$ cat src/rtl/debouncer_pkg.sv
// Shared constants and helpers for the debouncer block.
package debouncer_pkg;

  localparam int unsigned DEFAULT_COUNT       = 10;
  localparam int unsigned DEFAULT_SYNC_STAGES = 2;

  // Counter width able to hold 0..count-1, never narrower than one bit.
  function automatic int unsigned cnt_width(input int unsigned count);
    int unsigned w;
    w = $clog2(count);
    return (w < 1) ? 1 : w;
  endfunction

endpackage

$ cat src/rtl/debouncer_synchronizer.sv
// Plain flop chain bringing an asynchronous level into the clk domain.
module synchronizer #(
  parameter int unsigned STAGES = 2
) (
  input  logic clk,
  input  logic reset,
  input  logic d,
  output logic q
);

  logic [STAGES-1:0] r_sync;

  // Shift the raw input through the chain; reset flushes every stage to 0.
  always_ff @(posedge clk) begin
    if (reset) begin
      r_sync <= '0;
    end else begin
      r_sync <= {r_sync[STAGES-2:0], d};
    end
  end

  assign q = r_sync[STAGES-1];

endmodule

$ cat src/rtl/debouncer.sv
// Synchronises and debounces one bouncy input; emits one-cycle rise/fall strobes.
module debouncer
  import debouncer_pkg::*;
#(
  parameter int unsigned COUNT       = DEFAULT_COUNT,
  parameter int unsigned SYNC_STAGES = DEFAULT_SYNC_STAGES
) (
  input  logic clk,
  input  logic reset,
  input  logic in,
  output logic out,
  output logic rise,
  output logic fall
);

  localparam int unsigned    CW      = cnt_width(COUNT);
  localparam logic [CW-1:0]  CNT_MAX = CW'(COUNT - 1);

  logic          w_s;
  logic [CW-1:0] r_cnt;
  logic          r_out;
  logic          r_rise;
  logic          r_fall;

  synchronizer #(
    .STAGES (SYNC_STAGES)
  ) u_sync (
    .clk   (clk),
    .reset (reset),
    .d     (in),
    .q     (w_s)
  );

  // Count consecutive cycles where the synchronised input disagrees with out;
  // any agreeing cycle restarts the count, a full count commits the new level.
  always_ff @(posedge clk) begin
    if (reset) begin
      r_cnt  <= '0;
      r_out  <= 1'b0;
      r_rise <= 1'b0;
      r_fall <= 1'b0;
    end else if (w_s == r_out) begin
      r_cnt  <= '0;
      r_rise <= 1'b0;
      r_fall <= 1'b0;
    end else if (r_cnt == CNT_MAX) begin
      r_cnt  <= '0;
      r_out  <= w_s;
      r_rise <= w_s;
      r_fall <= ~w_s;
    end else begin
      r_cnt  <= r_cnt + CW'(1);
      r_rise <= 1'b0;
      r_fall <= 1'b0;
    end
  end

  assign out  = r_out;
  assign rise = r_rise;
  assign fall = r_fall;

endmodule

$ cat config.mk
export PLATFORM = sky130hd
export DESIGN_NAME = debouncer
export DESIGN_NICKNAME = d
export VERILOG_FILES = /design/src/rtl/debouncer_pkg.sv /design/src/rtl/debouncer_synchronizer.sv /design/src/rtl/debouncer.sv
export SDC_FILE = /design/constraint.sdc
export NUM_CORES = 1
export LEC_CHECK = 0
export BUFFER_PORTS_ARGS = -buffer_cell sky130_fd_sc_hd__buf_2
export CORE_AREA = 8 8 45 47
export DETAILED_ROUTE_END_ITERATION = 12
export DIE_AREA = 0 0 53 55
export MAX_ROUTING_LAYER = met4
export PLACE_DENSITY = 0.43
export SYNTH_ARGS = -nofsm -noshare
export SYNTH_HDL_FRONTEND = slang
export SYNTH_HIERARCHICAL = 1
export SYNTH_SLANG_ARGS = --single-unit
$ cat constraint.sdc
create_clock -name clk -period 1.1 [get_ports clk]
set_clock_uncertainty 0.1 [all_clocks]
set_input_delay 0.11 -clock clk [delete_from_list [all_inputs] [get_ports clk]]
set_output_delay 0.11 -clock clk [all_outputs]
set_load 0.02 [all_outputs]
==> impl_metrics.tcl, run 1 <==
set metrics [dict create \
    status "complete, no violations" \
    seq_power_share_pct 55.5 \
    max_freq_mhz 920 \
    cts_tree "built" \
    cp_data_required_time_ns 1.15 \
    slew_headroom_pct 84.7 \
    drt-wirelength-per-cell_um 9.95 \
    hpwl_um 437 \
    cp.arrival_ns 1.13 \
    layout.area.seq_um2 184 \
    r2r_slack_ns 0.01 \
    setup_tns_ns 0 \
    synth_nets 33 \
    place.gp.congestion 0.625 \
    stdcell_count 57 \
    leakagePower_nw 0.226 \
    syn-mean-instance-area_um2 11.7 \
    min-delay-start "u_sync/r_sync[0]" \
    die-area_um2 2920 \
    multi_input_area_um2 161 \
    gr-total-overflow 0 \
    switching_power_uw 118 \
    synthDistinctLibCells 12 \
    yosysSeqAreaShare_pct 55.2 \
    critPathTopFamily "flip-flops" \
    min_period_ns 1.09 \
    r2r-start "r_cnt[0]" \
    pwr-share-comb_pct 3.8 \
    setup_violations 0 \
    htree_num_levels 1 \
    grt_pass1_wl_mm 1.00 \
    diodes 0 \
    dr_total_vias 233 \
    slowest_stage "dfxtp_2" \
    power.density_nw_per_um2 1320 \
    drive_gt1_share_pct 41.5 \
    cts_max_path_buffers 2 \
    clock_power_share_pct 40.7 \
    peakVddDrop_uv 756 \
    fp-row-count 14 \
    drc 0 \
    period_share_pct 98.8 \
    worstSetupStartpointType "flop" \
    routed_wl_um 567 \
    antenna_left 0 \
    first_global_vias 254 \
    numPortBuffers 5 \
    fillCellCount 146 \
    cpPeakStageDelay_ns 0.34 \
    swShare_pct 19.5 \
    worst_pin_slew_ns 0.226 \
    io_pins 6 \
    cp-end-kind "flop" \
    timing.final.ws_setup_ns 0.0134 \
    r2r_end "r_cnt[2]" \
    fp.dieH_um 55 \
    placed_cells 51 \
    core_um2 1380 \
    first_pass_iters 2 \
    hold_path_depth 1 \
    start_util_pct 23.6 \
    grt_start_max_net_pins 7 \
    final_cell_mix "dfxtp_1, nor2_1, buf_2, clkbuf_4, dfxtp_2" \
    min_to "u_sync/r_sync[1]" \
    crit_fanout 3 \
    gr-usage-all-layers_pct 5.31 \
    reg2reg_depth 4 \
    synth_area_um2 327 \
    area_growth_pct 39.5 \
    crit_buf_inv 1 \
    final_core_util_pct 32.9 \
    antenna_found_initial 0 \
    worstSetupPathType "flop to flop" \
    nNetsFinal 47 \
    dpl_worst_slack_ns -0.0413 \
    layout_commonest_cell "dfxtp_1" \
    cts.sinks 9 \
    clockRootBuffer "clkbuf_4" \
    avgViaCountPerCell 4.09 \
    drt_iter0_drc 4 \
    path_clk_slew_ns 0.06 \
    slew_viol_final 0 \
    timing.critical_path.cells "buf_4 > ha_1 > xnor2_1 > nor2_1" \
    cts_buffers 3 \
    finalHoldViolCount 0 \
    die_width_um 53 \
    yosys_warnings 6 \
    cts_setup_buffers 0 \
    synth-seq-cells 9 \
    drv_cap 0 \
    clk_latency_ns 0.25 \
    rsz0062_at_grt "true" \
    p_int_uw 484 \
    hold_class "flop to flop" \
    synth_cells 28 \
]
==> cells by family (layout without fill, tap and decap cells) <==
family / after synthesis / after routing / share of synthesized area, %
and+or+nand+nor: 12 / 12 / 24.9
muxes: 1 / 1 / 3.07
buffers and inverters: 1 / 14 / 1.15
xor gates and xnor gates: 3 / 3 / 8.05
adders and majority gates: 2 / 2 / 7.66
DFF: 9 / 9 / 55.2
==> power by group through the flow <==
stage,clock [mW],combinational [mW],sequential (mW)
2_1_floorplan,0,0.00716,0.340
4_1_cts,0.262,0.0235,0.334
6_report,0.245,0.0230,0.334
3_3_place_gp,0,0.0155,0.340
5_1_grt,0.277,0.0258,0.334
3_5_place_dp,0,0.0164,0.340
==> worst max-delay path by stage <==
stage	endpoint	slack, ns	cells after the start	from
2_1_floorplan	out	0.02	5	r_cnt[1]
4_1_cts	r_cnt[2]	0.006	4	r_cnt[0]
6_report	r_cnt[2]	0.01	4	r_cnt[0]
5_1_grt	r_cnt[1]	-0.08	5	r_cnt[1]
3_5_place_dp	fall	-0.04	3	r_cnt[0]
3_3_place_gp	r_cnt[2]	-0.02	5	r_cnt[1]
==> state kept, by name (all words and copies together), names as in the netlist <==
register	cells
out	1
r_cnt	4
u_sync/r_sync	2
rise	1
fall	1
==> layer usage <==
| layer | vias up | share of wire (%) | global-route usage [%] | wire, um |
|---|---|---|---|---|
| met5 | - | 0 | - | 0 |
| met4 | 0 | 2.1 | 5.17 | 12 |
| met3 | 2 | 5.8 | 3.21 | 33 |
| met2 | 4 | 48 | 8.20 | 274 |
| met1 | 108 | 44 | 4.29 | 248 |
| li1 | 119 | - | - | - |
==> worst register-to-register path: stages, from the launching register on <==
cell     delay (ns)
dfxtp_2        0.34
buf_4          0.14
ha_1           0.20
xnor2_1        0.15
nor2_1         0.06
==> Yosys cell counts <==
master    number  share of area, %
xnor2_1        1               2.7
nand3b_4       1               6.1
nand3_1        1               1.5
mux2i_1        1               3.1
nor4b_1        2               5.4
xor2_1         2               5.4
ha_1           2               7.7
inv_1          1               1.1
dfxtp_1        9                55
nor2b_1        2               3.8
nor2_1         5               5.7
nand3b_1       1               2.3
==> through the flow <==
| step | hold slack [ns] | power (mW) | area [um2] |
|---|---|---|---|
| final | 0.334 | 0.602 | 455 |
| after global routing | 0.358 | 0.637 | 455 |
| after CTS | 0.350 | 0.620 | 454 |
| after detailed placement | 0.229 | 0.357 | 387 |
| after global placement | 0.225 | 0.355 | 387 |
| after floorplan | 0.0816 | 0.347 | 327 |
==> layout make-up <==
type	count	area share [%]
timing repair buffer	9	13.2
multi-input combinational	18	35.4
clock buffer	4	5.77
sequential	9	40.4
tap	16	4.40
inverter	1	0.824
==> timing repair <==
| action | CTS | global route |
|---|---|---|
| endpoints found under the hold margin | 5 | 0 |
| pin swaps | 3 | 1 |
| gates resized for setup | 6 | 1 |
| hold buffers | 2 | 0 |
| setup endpoints to repair | 7 | 7 |
Power figures use the tool's default switching activity.
==> run 2, diff against run 1 <==
- PLACE_DENSITY: 0.43 -> 0.42
- clock period: 1.1 -> 1.4 ns (I/O delays scaled with it)
==> run 2 against run 1 <==
Largest cell class unchanged. Critical path depth increased by 1. Non-clock buffer count is 3 lower. Count of clock-buffer cells in the layout unchanged. Largest power group unchanged.
==> impl_metrics.tcl, run 2 (same netlist as run 1, synthesis figures left out) <==
set metrics [dict create \
    status "complete, no violations" \
    peakVddDrop_uv 450 \
    drc 0 \
    place.gp.congestion 0.591 \
    r2r-start "r_cnt[1]" \
    first_pass_iters 3 \
    min-delay-start "reset" \
    drt_iter0_drc 2 \
    max_freq_mhz 859 \
    numPortBuffers 5 \
    first_global_vias 224 \
    fp.dieH_um 55 \
    cts_max_path_buffers 2 \
    grt_start_max_net_pins 7 \
    path_clk_slew_ns 0.06 \
    seq_power_share_pct 56.4 \
    crit_fanout 4 \
    start_util_pct 23.6 \
    cts_buffers 3 \
    switching_power_uw 89.0 \
    p_int_uw 376 \
    rsz0062_at_grt "false" \
    power.density_nw_per_um2 1140 \
    largest_reg_flops 4 \
    diodes 0 \
    period_share_pct 83.2 \
    grt_pass1_wl_um 897 \
    r2r_end "r_cnt[1]" \
    reg2reg_depth 5 \
    slowest_stage "dfxtp_1" \
    slew_viol_final 0 \
    routed_wl_um 564 \
    die-area_um2 2920 \
    htree_num_levels 1 \
    cp-end-kind "flop" \
    min_to "u_sync/r_sync[1]" \
    setup_tns_ns 0 \
    pwr-share-comb_pct 2.8 \
    timing.critical_path.cells "inv_1 > ha_1 > nand3b_4 > nand3b_1 > nor2_1" \
    drt-wirelength-per-cell_um 10.4 \
    final_core_util_pct 29.5 \
    cp.arrival_ns 1.25 \
    hold_buffers 1 \
    dr_total_vias 213 \
    finalHoldViolCount 0 \
    area_growth_pct 24.9 \
    regMostFlops "r_cnt" \
    antenna_found_initial 0 \
    worst_pin_slew_ns 0.251 \
    avgViaCountPerCell 3.94 \
    fillCellCount 151 \
    swShare_pct 19.1 \
    leakagePower_nw 0.210 \
    post_cts_resized 0 \
    worstSetupStartpointType "flop" \
    setup_violations 0 \
    cts_setup_buffers 0 \
    antenna_left 0 \
    fp-row-count 14 \
    clk_latency_ns 0.25 \
    core_um2 1380 \
    hold_path_depth 2 \
    cts_tree "built" \
    cp_data_required_time_ns 1.49 \
    layout_commonest_cell "dfxtp_1" \
    drive_gt1_share_pct 23.7 \
    io_pins 6 \
    die_width_um 53 \
    slew_headroom_pct 83.1 \
    clock_power_share_pct 40.8 \
    gr-total-overflow 0 \
    worstSetupPathType "flop to flop" \
    final_cell_mix "dfxtp_1, nor2_1, buf_2, clkbuf_4" \
    nNetsFinal 44 \
    r2r_slack_ns 0.24 \
    clockRootBuffer "clkbuf_4" \
    largestRegisters "r_cnt x4, u_sync/r_sync x2" \
    hold_class "primary input to flop" \
    gr-usage-all-layers_pct 4.63 \
    min_period_ns 1.16 \
    cpPeakStageDelay_ns 0.35 \
    drv_cap 0 \
    cts.sinks 9 \
]
run 2: layout make-up:
type                    count  area, um2  share of cell area (%)
clock buffers               4       26.3                    6.44
inverters                   1       3.75                   0.920
multi-input cells          18        143                    35.0
flip-flops and latches      9        180                    44.2
well taps                  16       20.0                    4.91
repair buffers              6       35.0                    8.59
run 2: worst max path at each step:
stage                   from        to  slack, ns  cells past startpoint
detailed placement  r_cnt[1]  r_cnt[3]       0.23                      5
global placement    r_cnt[0]      fall       0.22                      3
global route        r_cnt[1]  r_cnt[1]       0.11                      5
finish              r_cnt[1]  r_cnt[1]       0.24                      5
CTS                 r_cnt[1]  r_cnt[1]       0.21                      5
floorplan           r_cnt[1]       out       0.32                      5
run 2: layer usage:
| metal | up-vias | share of wire, % | track usage (%) |
|---|---|---|---|
| li1 | 111 | - | - |
| met5 | - | 0 | - |
| met1 | 96 | 51 | 5.21 |
| met2 | 6 | 45 | 5.86 |
| met3 | 0 | 3.9 | 1.60 |
| met4 | 0 | 0 | 5.17 |
run 2: critical path, delay by kind of cell, from the launching register on:
family / cells / cell delay, ns
flip-flops: 1 / 0.35
buffers and inverters: 1 / 0.05
adder cells (fa/ha/maj): 1 / 0.20
AND/OR/NAND/NOR: 3 / 0.39
run 2: power by group through the flow:
stage | Sequential (mW) | Clock, mW | Combinational (mW)
floorplan | 0.267 | 0 | 0.00563
global placement | 0.268 | 0 | 0.0105
detailed placement | 0.268 | 0 | 0.0109
CTS | 0.262 | 0.201 | 0.0131
global route | 0.263 | 0.210 | 0.0145
finish | 0.262 | 0.190 | 0.0129
run 2: through the flow:
stage | hold WS (ns) | power, mW | area, um2 | setup slack, ns | instances
5_1_grt | 0.0280 | 0.487 | 408 | 0.108 | 54
2_1_floorplan | 0.112 | 0.273 | 327 | 0.317 | 28
3_5_place_dp | 0.262 | 0.279 | 372 | 0.230 | 49
4_1_cts | 0.0149 | 0.476 | 408 | 0.207 | 54
6_report | 0.0239 | 0.465 | 408 | 0.235 | 54
3_3_place_gp | 0.255 | 0.278 | 372 | 0.217 | 49
